<file path="src/rtl/seq_mult_if.sv">
// Start/busy/done handshake bundle for seq_mult: operands in, 2N-bit product out.
interface seq_mult_if #(parameter int N = 4);
  logic           start;
  logic [N-1:0]   a;
  logic [N-1:0]   b;
  logic           busy;
  logic           done;
  logic [2*N-1:0] product;

  modport master (output start, a, b, input busy, done, product);
  modport slave  (input start, a, b, output busy, done, product);
endinterface

</file>
<file path="src/rtl/seq_mult.sv">
// Sequential unsigned NxN shift-and-add multiplier time-sharing one add #(N) ripple-carry adder.
// Build option SEQ_MULT_ZERO_SKIP_EN: zero operands go straight IDLE->DONE with product 0.
module add #(parameter int N = 4) (
  input  logic [N-1:0] x,
  input  logic [N-1:0] y,
  output logic [N-1:0] sum,
  output logic         cout
);
  logic [N:0] c;

  assign c[0] = 1'b0;
  for (genvar i = 0; i < N; i++) begin : g_fa
    assign sum[i]   = x[i] ^ y[i] ^ c[i];
    assign c[i+1]   = (x[i] & y[i]) | (c[i] & (x[i] ^ y[i]));
  end
  assign cout = c[N];
endmodule

module seq_mult #(parameter int N = 4) (
  input  logic     clk,
  input  logic     rst_n,
  seq_mult_if.slave bus
);
  localparam int CW = $clog2(N) + 1;

  typedef enum logic [1:0] {
    IDLE = 2'b00,
    RUN  = 2'b01,
    DONE = 2'b10
  } state_t;

  state_t         state, state_nxt;
  logic [N-1:0]   mcand, acc, mq, addend, sum;
  logic           cout;
  logic [CW-1:0]  cnt;
  logic [2*N-1:0] shifted, product;
  logic           load, step, fin;
`ifdef SEQ_MULT_ZERO_SKIP_EN
  logic           zskip;
`endif

  // Single adder + operand mux is the whole critical path.
  assign addend  = mq[0] ? mcand : '0;
  add #(N) u_add (.x(acc), .y(addend), .sum(sum), .cout(cout));
  assign shifted = {cout, sum, mq[N-1:1]};

  always_comb begin
    state_nxt = IDLE;
    load      = 1'b0;
    step      = 1'b0;
    fin       = 1'b0;
`ifdef SEQ_MULT_ZERO_SKIP_EN
    zskip     = 1'b0;
`endif
    case (state)
      IDLE: begin
        if (bus.start) begin
          load = 1'b1;
`ifdef SEQ_MULT_ZERO_SKIP_EN
          if (bus.a == '0 || bus.b == '0) begin
            zskip     = 1'b1;
            state_nxt = DONE;
          end else begin
            state_nxt = RUN;
          end
`else
          state_nxt = RUN;
`endif
        end
      end
      RUN: begin
        step = 1'b1;
        if (cnt == CW'(N - 1)) begin
          fin       = 1'b1;
          state_nxt = DONE;
        end else begin
          state_nxt = RUN;
        end
      end
      DONE:    state_nxt = IDLE;
      default: state_nxt = IDLE;
    endcase
  end

  always_ff @(posedge clk or negedge rst_n) begin
    if (!rst_n) begin
      state   <= IDLE;
      mcand   <= '0;
      acc     <= '0;
      mq      <= '0;
      cnt     <= '0;
      product <= '0;
    end else begin
      state <= state_nxt;
      if (load) begin
        mcand <= bus.a;
        mq    <= bus.b;
        acc   <= '0;
        cnt   <= '0;
      end
      // Carry out lands in the top accumulator bit as the pair shifts right.
      if (step) begin
        {acc, mq} <= shifted;
        cnt       <= cnt + CW'(1);
      end
      if (fin) product <= shifted;
`ifdef SEQ_MULT_ZERO_SKIP_EN
      if (zskip) product <= '0;
`endif
    end
  end

  assign bus.busy    = (state == RUN) || (state == DONE);
  assign bus.done    = (state == DONE);
  assign bus.product = product;
endmodule
</file>
<file path="src/flat_wrapper.sv">
// flat-port wrapper written by rule: the top's interface ports become plain ports
module seq_mult_flat 
#(parameter int N = 4)
  (clk, rst_n, bus_start, bus_a, bus_b, bus_busy, bus_done, bus_product);
  seq_mult_if #(.N(N)) bus_i ();
  input  logic clk;
  input  logic rst_n;
  input wire logic [$bits(bus_i.start)-1:0] bus_start;
  input wire logic [$bits(bus_i.a)-1:0] bus_a;
  input wire logic [$bits(bus_i.b)-1:0] bus_b;
  output wire logic [$bits(bus_i.busy)-1:0] bus_busy;
  output wire logic [$bits(bus_i.done)-1:0] bus_done;
  output wire logic [$bits(bus_i.product)-1:0] bus_product;
  assign bus_i.start = bus_start;
  assign bus_i.a = bus_a;
  assign bus_i.b = bus_b;
  assign bus_busy = bus_i.busy;
  assign bus_done = bus_i.done;
  assign bus_product = bus_i.product;
  seq_mult #(.N(N)) u_core (.clk(clk), .rst_n(rst_n), .bus(bus_i));
endmodule
</file>
<file path="config.mk">
export PLATFORM = sky130hd
export DESIGN_NAME = seq_mult_flat
export DESIGN_NICKNAME = d
export VERILOG_FILES = /design/src/rtl/seq_mult_if.sv /design/src/rtl/seq_mult.sv /design/src/flat_wrapper.sv
export SDC_FILE = /design/constraint.sdc
export NUM_CORES = 1
export LEC_CHECK = 0
export CORE_ASPECT_RATIO = 0.7
export CORE_MARGIN = 4
export CORE_UTILIZATION = 52
export CTS_CLUSTER_DIAMETER = 100
export DETAILED_ROUTE_END_ITERATION = 10
export PLACE_DENSITY = 0.78
export SYNTH_ARGS = -nofsm -noshare
export SYNTH_HDL_FRONTEND = slang
export SYNTH_HIERARCHICAL = 1
export SYNTH_SLANG_ARGS = --single-unit
</file>
<file path="constraint.sdc">
create_clock -name clk -period 2.86 [get_ports clk]
set_clock_uncertainty 0.1 [all_clocks]
set_input_delay 0.715 -clock clk [delete_from_list [all_inputs] [get_ports clk]]
set_output_delay 0.715 -clock clk [all_outputs]
set_load 0.02 [all_outputs]
</file>
==> results.json <==
{
  "status": "completed",
  "power.switching_w": 0.000561,
  "drive_gt1_share_pct": 16.2,
  "synth_top_area_cell": "dfrtp_1",
  "postPlaceCellArea_um2": 1480,
  "yosysSeqAreaShare_pct": 49.6,
  "wire_per_inst_um": 14.0,
  "io_buffers": 20,
  "worst_pin_slew_ns": 0.313,
  "period_share_pct": 86.0,
  "die_h_um": 49.2,
  "syn_inst": 109,
  "synth.area.top_cells": "dfrtp_1 50%, mux2_2 11%, ha_1 6.0%, inv_1 5.7%, fa_1 4.8%",
  "cp_cell_sequence": "inv_1 > ha_1 > clkdlybuf4s50_1",
  "p_leak_nw": 0.694,
  "reg2reg_slack_ns": 0.49,
  "yosysWarnings": 6,
  "area.growth.synth_to_final_pct": 19.0,
  "clock-root-buffer": "clkbuf_4",
  "ant_nets": 0,
  "cp-end-kind": "output port",
  "avgSynthCellArea_um2": 11.6,
  "cp_max_fo": 2,
  "grt_pass1_wl_um": 3960,
  "synth_nets": 129,
  "fmax_mhz": 407,
  "clkPwrFrac_pct": 10.7,
  "diodes": 0,
  "ir_drop_v": 0.000434,
  "crit_family": "buffers and inverters",
  "die_x_um": 66.9,
  "hold_viol": 0,
  "crit_required_ns": 2.05,
  "design_area_um2": 1500,
  "cts-buffers-inserted": 3,
  "slowest_delay_ns": 0.60,
  "pwr-share-seq_pct": 39.4,
  "min_period_ns": 2.46,
  "start_util_pct": 56.7,
  "hp-class": "reg -> reg",
  "htree_num_levels": 1,
  "maxSlewViolCount": 0,
  "netlist.area_leader.share_pct": 49.6,
  "grt-ovfl-total": 0,
  "hpwl_um": 1720,
  "dr.pass1.iters": 4,
  "vias": 826,
  "antenna_found_initial": 0,
  "slowest_stage": "clkdlybuf4s50_1",
  "p_sw_share_pct": 38.0,
  "powerDensity_nw_per_um2": 984,
  "grt_max_degree": 28,
  "syn_area_um2": 1260,
  "clock_latency_ns": 0.32,
  "grt_pass1_vias": 847,
  "maxCapViolCount": 0,
  "power_frac_comb_pct": 49.9,
  "multiInputGateArea_um2": 523,
  "worst_slack_ns": 0.401,
  "cts_tree": "done",
  "clkSinkCount": 25,
  "rsz0062_at_grt": "false",
  "setup_tns_ns": 0,
  "pre_cts_ws_ns": 0.506,
  "setup_violations": 0,
  "io_pins": 21,
  "clk_path_buf_depth": 2,
  "die-area_um2": 3290,
  "drc": 0,
  "dr.first_iter.drc_count": 51,
  "ys_ff_latch": 25,
  "synth_cell_type_count": 19,
  "criticalPathCategory": "reg -> out",
  "p_int_w": 0.000916,
  "wl_um": 2280,
  "start_kind": "register",
  "via_per_inst": 5.10,
  "slew_headroom_pct": 79.2,
  "cp.arrival_ns": 1.64,
  "clk_pin_slew_ns": 0.13,
  "grt_usage_pct": 16.1,
  "seq_area_um2": 626,
  "post_cts_buffers": 0,
  "rows": 14,
  "crit_buf_inv": 2,
  "final_nets": 151,
  "place_congestion": 0.810,
  "ctsResizeCount": 0,
  "cts_hold_buf": 0,
  "coreArea_um2": 2220,
  "fillCellCount": 186
}
==> registers in the layout, summed over array words and instances, names as in the netlist <==
register,flops
u_core/acc,4
u_core/bus.product,8
u_core/state,2
u_core/mcand,4
u_core/mq,4
u_core/cnt,3
==> power by group through the flow <==
stage	registers [W]	logic [W]	clock network, W
2_1_floorplan	0.000624	0.000484	0
3_3_place_gp	0.000584	0.000700	0
3_5_place_dp	0.000594	0.000742	0
4_1_cts	0.000586	0.000743	0.000163
5_1_grt	0.000608	0.000807	0.000180
6_report	0.000583	0.000737	0.000158
==> cells in the mapped netlist <==
library cell / n
o21ai_0: 6
inv_1: 19
dfrtp_1: 25
o21bai_1: 1
nand2b_1: 8
mux2_2: 12
nand2_1: 9
nand4b_1: 4
o311ai_1: 2
o22ai_1: 1
nand2_2: 1
and2_1: 4
buf_2: 3
ha_1: 6
buf_8: 1
o311ai_2: 2
and2_4: 1
fa_1: 3
buf_6: 1
==> cells in the final DEF (no fill, tap or decap) <==
cell type        count
dfrtp_1             25
clkdlybuf4s50_1     20
inv_1               19
mux2_2              12
nand2_1              9
nand2b_1             8
o21ai_0              6
ha_1                 6
and2_1               4
nand4b_1             4
clkbuf_4             3
fa_1                 3
o311ai_2             2
o311ai_1             2
buf_4                2
clkbuf_1             1
and2_4               1
o21bai_1             1
nand2_2              1
o22ai_1              1
==> per-layer routing <==
metal,vias up,routed length [um],GRT usage (%)
li1,394,-,-
met1,407,959,19.4
met2,18,1120,26.0
met3,7,138,6.68
met4,0,55,5.39
met5,-,0,0
==> cells by family (layout without fill, tap and decap cells) <==
| logic type | Yosys count | after routing | synth area share, % |
|---|---|---|---|
| AND/OR/NAND/NOR | 27 | 27 | 12.6 |
| AO/OA/AOI/OAI | 12 | 12 | 7.44 |
| multiplexers | 12 | 12 | 10.7 |
| buffers and inverters | 24 | 45 | 8.93 |
| flip-flops | 25 | 25 | 49.6 |
| adder cells (fa/ha/maj) | 9 | 9 | 10.7 |
==> per-stage QoR <==
| step | hold slack [ns] | total power [W] | util, % | instances |
|---|---|---|---|---|
| after floorplan | 0.319 | 0.00111 | - | 109 |
| after global placement | 0.387 | 0.00128 | 66.3 | 158 |
| after detailed placement | 0.393 | 0.00134 | 66.3 | 158 |
| after CTS | 0.423 | 0.00149 | 67.5 | 162 |
| after global routing | 0.442 | 0.00159 | 67.5 | 162 |
| final | 0.421 | 0.00148 | 67.5 | 162 |
==> layout make-up <==
cell class / count / share of cell area (%)
clock buffer: 4 / 1.75
timing repair buffer: 22 / 14.3
multi-input combinational: 60 / 34.8
inverter: 19 / 4.75
tap: 32 / 2.67
sequential: 25 / 41.7
==> path summary, 6_finish.rpt <==
check / from / end / cells past startpoint
worst max-delay path: u_core/state[0] / bus_busy / 3
worst min-delay path: u_core/mcand[0] / u_core/mcand[0] / 1
worst max register to register: u_core/mq[0] / u_core/bus.product[6] / 10
worst min register to register: u_core/mcand[0] / u_core/mcand[0] / 1
max in group asynchronous: rst_n / u_core/acc[3] / 2
min in group asynchronous: rst_n / u_core/bus.product[4] / 2
No activity file was read; power rests on OpenSTA's default activity.
